[src/rtl/mem_arbiter.sv]
// Two-port arbiter/sequencer sharing a single-port byte memory.
// Each grant moves 1 or 2 bytes, little-endian, and ends with a one-cycle done pulse.
module mem_arbiter #(
    parameter int unsigned ADDR_W    = 13,
    parameter bit          FIXED_PRI = 1'b0
) (
    input  logic              clk,
    input  logic              rst,
    input  logic              req0,
    input  logic              we0,
    input  logic              size0,
    input  logic [ADDR_W-1:0] addr0,
    input  logic [15:0]       wdata0,
    output logic [15:0]       rdata0,
    output logic              done0,
    input  logic              req1,
    input  logic              we1,
    input  logic              size1,
    input  logic [ADDR_W-1:0] addr1,
    input  logic [15:0]       wdata1,
    output logic [15:0]       rdata1,
    output logic              done1,
    output logic              gnt0,
    output logic              gnt1,
    output logic [ADDR_W-1:0] mem_addr,
    output logic [7:0]        mem_wdata,
    output logic              mem_we,
    input  logic [7:0]        mem_rdata
);

    typedef enum logic [1:0] {StIdle, StBusy, StDone} state_e;

    state_e            r_state, w_state_d;
    logic              r_owner, r_we, r_size, r_cnt, r_lg;
    logic [ADDR_W-1:0] r_base;
    logic [15:0]       r_wdata, r_rdata;
    logic              w_grant, w_sel, w_busy, w_done;

    // Port select on a tie: fixed priority, or the port that did not win last time.
    always_comb begin
        w_grant = req0 | req1;
        if (req0 && req1) begin
            w_sel = FIXED_PRI ? 1'b0 : ~r_lg;
        end else begin
            w_sel = req1;
        end
    end

    always_comb begin
        w_state_d = r_state;
        case (r_state)
            StIdle:  if (w_grant) w_state_d = StBusy;
            StBusy:  if (r_cnt == r_size) w_state_d = StDone;
            StDone:  w_state_d = StIdle;
            default: w_state_d = StIdle;
        endcase
    end

    always_ff @(posedge clk or posedge rst) begin
        if (rst) begin
            r_state <= StIdle;
            r_owner <= 1'b0;
            r_base  <= '0;
            r_we    <= 1'b0;
            r_size  <= 1'b0;
            r_wdata <= '0;
            r_cnt   <= 1'b0;
            r_rdata <= '0;
            r_lg    <= 1'b1;
        end else begin
            r_state <= w_state_d;
            if (r_state == StIdle && w_grant) begin
                r_owner <= w_sel;
                r_base  <= w_sel ? addr1 : addr0;
                r_we    <= w_sel ? we1 : we0;
                r_size  <= w_sel ? size1 : size0;
                r_wdata <= w_sel ? wdata1 : wdata0;
                r_cnt   <= 1'b0;
                r_rdata <= '0;
                r_lg    <= w_sel;
            end
            if (r_state == StBusy) begin
                if (!r_we) begin
                    if (r_cnt) r_rdata[15:8] <= mem_rdata;
                    else       r_rdata[7:0]  <= mem_rdata;
                end
                if (r_cnt != r_size) r_cnt <= 1'b1;
            end
        end
    end

    // Memory strobes come from the state register only, so reset kills mem_we at once.
    always_comb begin
        w_busy    = (r_state == StBusy);
        w_done    = (r_state == StDone);
        mem_we    = w_busy & r_we;
        mem_addr  = w_busy ? (r_base + {{(ADDR_W-1){1'b0}}, r_cnt}) : '0;
        mem_wdata = w_busy ? (r_cnt ? r_wdata[15:8] : r_wdata[7:0]) : '0;
        gnt0      = (w_busy | w_done) & ~r_owner;
        gnt1      = (w_busy | w_done) & r_owner;
        done0     = w_done & ~r_owner;
        done1     = w_done & r_owner;
        rdata0    = done0 ? r_rdata : '0;
        rdata1    = done1 ? r_rdata : '0;
    end

endmodule

[config.mk]
export PLATFORM = sky130hd
export DESIGN_NAME = mem_arbiter
export DESIGN_NICKNAME = d
export VERILOG_FILES = /design/src/rtl/mem_arbiter.sv
export SDC_FILE = /design/constraint.sdc
export NUM_CORES = 1
export LEC_CHECK = 0
export CAP_MARGIN = 15
export CORE_MARGIN = 1
export CORE_UTILIZATION = 46
export DETAILED_ROUTE_END_ITERATION = 16
export PLACE_DENSITY = 0.86
export SLEW_MARGIN = 20
export SYNTH_ARGS = -nofsm -noshare
export SYNTH_HDL_FRONTEND = slang
export SYNTH_SLANG_ARGS = --single-unit
[constraint.sdc]
create_clock -name clk -period 3.2 [get_ports clk]
set_input_delay 0.48 -clock clk [delete_from_list [all_inputs] [get_ports clk]]
set_output_delay 0.48 -clock clk [all_outputs]
set_load 0.01 [all_outputs]
# Word level (Yosys, flattened, before mapping)
# Index checks and enable logic that the tools add are counted.
# word_totals
reg_bits	52
wordCells	50
# op_classes
add_sub_neg	1
n_eq_ne	6
muxes	21
bitwise	9
reduce_logical	4
# ops
cell	n
$mux 16	6
$mux 8	4
$mux 13	2
$add 13x1->13	1
$mux 1	6
$and 1x1->1	5
$mux 2	2
$pmux 2 s2	1
$eq 2x1->1 const B	1
$eq 2x2->1 const B	1
$logic_and 1x1->1	2
$logic_not 2->1	1
$ne 2x1->1 const B	1
$ne 2x2->1 const B	1
$not 1->1	2
$or 1x1->1	2
$reduce_and 2->1	1
$eq 1x1->1	1
$ne 1x1->1	1

# Logic depth before layout (Yosys ltp)
# depth
ltp_word	6
mapped_depth	7
ltp_nobuf	5

# Worst setup path before layout
# OpenSTA, ideal clock, no wires.
# synth_path
path_kind	register -> output
startpoint	reg r_cnt
endpoint	out mem_addr[11]
t_arrival_ps	1489
slack_ps	1231
path_stages_with_launch	5
n_path_buf	0
path_cell_list	dfrtp_1 ha_1 nand4_2 or4_1 a21oi_1
# synth_via
elab_chain_len	2
# synth_rtl
element	line	text
start, declared	34	logic r_owner, r_we, r_size, r_cnt, r_lg;
start signal, assigned	67	r_cnt <= 1'b0;
start signal, assigned	78	r_cnt <= 1'b0;
start signal, assigned	87	if (r_cnt != r_size) r_cnt <= 1'b1;
$add 13x1->13	97	mem_addr = w_busy ? (r_base + {{(ADDR_W-1){1'b0}}, r_cnt}) : '0;
$mux 13	97	
end, declared	25	output logic [ADDR_W-1:0] mem_addr,
# Every way passes these cells.

# Final worst setup path
# layout_path
startpoint	reg r_cnt
endpoint	out mem_addr[12]
# The elaborated chain is that of the path after synthesis.

==> impl_metrics.env <==
export IMPL_cts_buffer_depth=2
export IMPL_finalSetupViolations=0
export IMPL_die_x_um=82.3
export IMPL_num_vias=2789
export IMPL_power_internal_mw=1.93
export IMPL_cp_num_cells=5
export IMPL_cellPowerDensity_nw_per_um2=745
export IMPL_cts_tree="done"
export IMPL_p_sw_mw=1.36
export IMPL_syn_area_per_cell_um2=9.69
export IMPL_ctsHoldBuffers=0
export IMPL_coreArea_um2=6060
export IMPL_die_area_um2=6770
export IMPL_cp_top_family="simple AND/OR/NAND/NOR gates"
export IMPL_syn_area_um2=2970
export IMPL_hold_path_endpoint="r_wdata[8]$_DFFE_PP0P_"
export IMPL_synth_area_leader_cell="dfrtp_1"
export IMPL_rsz0062_at_grt="no"
export IMPL_io_buffers=131
export IMPL_end_kind="output port"
export IMPL_ff2ff_setup_slack_ns=1.17
export IMPL_clkPwrFrac=0.116
export IMPL_dpl_hpwl_mm=6.01
export IMPL_cp_num_buf_inv=1
export IMPL_swShare=0.413
export IMPL_final_util=0.729
export IMPL_cts_resized=0
export IMPL_worst_r2r_path_depth=5
export IMPL_status="finished, final reports clean"
export IMPL_period_share=0.918
export IMPL_cts_buffers=5
export IMPL_startpoint_type="flop"
export IMPL_cts_setup_buffers=0
export IMPL_period_needed_ns=2.94
export IMPL_timing_rr_end="r_rdata[1]$_DFF_PP0_"
export IMPL_fin_cells=504
export IMPL_fin_area_um2=4420
export IMPL_gp_congestion=0.800
export IMPL_netlist_area_leader_share=0.430
export IMPL_p_seq_frac=0.388
export IMPL_viasPerCell=5.53
export IMPL_ys_ff_latch=52
export IMPL_worst_pin_slew_ns=0.865
export IMPL_maxCapViolations=0
export IMPL_drc=0
export IMPL_insertion_delay_ns=0.31
export IMPL_firstDrtPassIters=4
export IMPL_root_buffer="clkbuf_8"
export IMPL_pwr_share_comb=0.496
export IMPL_pin_count=132
export IMPL_slew_viol_final=0
export IMPL_synth_nets=385
export IMPL_syn_to_final_growth_pct=49.0
export IMPL_worstSetupPathType="flop to output port"
export IMPL_drtAntennaViolNets=0
export IMPL_cts_clk_slew_worst_paths_ns=0.10
export IMPL_fill_cells=474
export IMPL_dpl_cell_count=496
export IMPL_critical_path_required_ns=2.72
export IMPL_synth_seq_area_share=0.439
export IMPL_dpl_cell_area_um2=4330
export IMPL_grt_pass1_vias=2651
export IMPL_clock_sinks=52
export IMPL_skew_ns=0.0172
export IMPL_min_path_cells=2
export IMPL_htreeDepth=2
export IMPL_rr_startpoint="r_state[1]$_DFFE_PP0P_"
export IMPL_wl_per_cell_um=16.2
export IMPL_cp_max_fo=13
export IMPL_slowest_stage="or4_1"
export IMPL_grt_ovfl_total=0
export IMPL_start_util=0.489
export IMPL_die_height_um=82.3
export IMPL_pre_cts_ws_ns=0.612
export IMPL_rows=28
export IMPL_crit_chain="ha_1 > nand4_2 > or4_1 > a21oi_1 > clkdlybuf4s50_1"
export IMPL_drt_iter0_markers=90
export IMPL_final_cell_mix="131 x clkdlybuf4s50_1, 51 x dfrtp_1, 39 x mux2i_1, 34 x nand2_1, 23 x o21ai_1"
export IMPL_hp_start="r_wdata[8]$_DFFE_PP0P_"
export IMPL_totalWireLength_mm=8.17
export IMPL_crit_arrival_ns=2.46
export IMPL_setup_slack_ns=0.263
export IMPL_yosys_warnings=0
export IMPL_final_common_cell="clkdlybuf4s50_1"
export IMPL_synth_cells=306
export IMPL_diodes=0
export IMPL_hold_path_class="flop to flop"
export IMPL_ys_top_cells_by_area="dfrtp_1 43%, mux2i_1 13%, a22o_1 5.3%"
export IMPL_ir_worst_vdd_uv=463
export IMPL_grt_max_degree=64
export IMPL_slew_headroom=0.423
export IMPL_antenna_found_initial=0
export IMPL_slowest_delay_ns=0.58
export IMPL_layout_drive_gt1_share=0.0513
export IMPL_yosysUniqueCellTypes=35
export IMPL_grt_first_pass_wirelength_mm=12.7
export IMPL_p_leak_nw=1.92
export IMPL_max_freq_mhz=340
export IMPL_tns_ns=0
export IMPL_hold_violations=0
export IMPL_fin_nets=507
export IMPL_grt_usage=0.250
worst max-delay path by stage:
| stage | startpoint | end | slack [ns] |
|---|---|---|---|
| 2_1_floorplan | r_cnt$_DFF_PP0_ | mem_addr[11] | 1.23 |
| 3_3_place_gp | r_cnt$_DFF_PP0_ | mem_addr[12] | 0.65 |
| 3_5_place_dp | r_cnt$_DFF_PP0_ | mem_addr[12] | 0.61 |
| 4_1_cts | r_cnt$_DFF_PP0_ | mem_addr[12] | 0.27 |
| 5_1_grt | r_cnt$_DFF_PP0_ | mem_addr[12] | 0.13 |
| 6_report | r_cnt$_DFF_PP0_ | mem_addr[12] | 0.26 |
per-stage QoR:
step | power, mW | hold slack (ns)
2_1_floorplan | 2.22 | 0.455
3_3_place_gp | 2.82 | 0.469
3_5_place_dp | 2.90 | 0.477
4_1_cts | 3.30 | 0.499
5_1_grt | 3.54 | 0.528
6_report | 3.29 | 0.493
layer usage:
layer  track usage  part of all wire
met2         0.436              0.52
met5             0                 0
met3        0.0374             0.046
met4         0.112             0.032
met1         0.306              0.40
state kept, by name, summed over array words and instances (netlist names):
name,flops
r_size,1
r_cnt,1
r_lg,1
r_owner,1
r_state,2
r_rdata,16
r_we,1
r_base,13
r_wdata,16
kinds of logic after synthesis:
family | count (synthesis) | share of synthesized area
and+or+nand+nor | 104 | 0.191
AOI/OAI and AO/OA | 75 | 0.162
DFF | 52 | 0.439
muxes | 39 | 0.132
buffers and inverters | 26 | 0.0397
xor gates and xnor gates | 5 | 0.0148
adders and majority gates | 5 | 0.0211
cell type report:
class / instances / area, um^2 / area share
multi-input combinational: 228 / 1550 / 0.351
sequential: 52 / 1300 / 0.295
clock inverter: 3 / 22.5 / 0.00510
tap: 75 / 93.8 / 0.0212
inverter: 6 / 23.8 / 0.00538
timing repair buffer: 135 / 1350 / 0.306
clock buffer: 5 / 68.8 / 0.0156
synthesized netlist by cell type:
cell type   n
nand2_1    34
a31oi_1     1
nor3b_1     1
a21oi_1    12
ha_1        5
o21ai_1    23
xnor2_1     2
o21a_1      1
and2_1     20
nor2b_1     2
clkbuf_1   12
nand4_1     2
and3_1     16
o2bb2ai_1   1
o22a_1      1
o21ai_2     1
buf_4       4
nor3b_2     1
a22o_1     18
nor2_1     12
dfrtp_1    51
nand4_2     3
a21boi_4    1
nand3_1     2
inv_1       6
dfstp_2     1
xor2_1      3
mux2i_1    39
or4_1       4
o21ai_0    12
buf_2       4
and3b_1     1
o31ai_1     4
nor2_2      2
or3_1       4
power by group through the flow:
stage,registers [mW],logic [mW],clock network (mW)
CTS,1.27,1.64,0.388
detailed placement,1.28,1.62,0
global placement,1.25,1.56,0
floorplan,1.18,1.04,0
global route,1.32,1.81,0.415
finish,1.28,1.63,0.382
worst reg2reg max path, cell delays in order (launching register included):
cell and delay, ns:
dfrtp_1 0.41, inv_1 0.09, ha_1 0.37, nor3b_2 0.62
nor2_2 0.21, a22o_1 0.24
No activity file was read; power rests on OpenSTA's default activity.
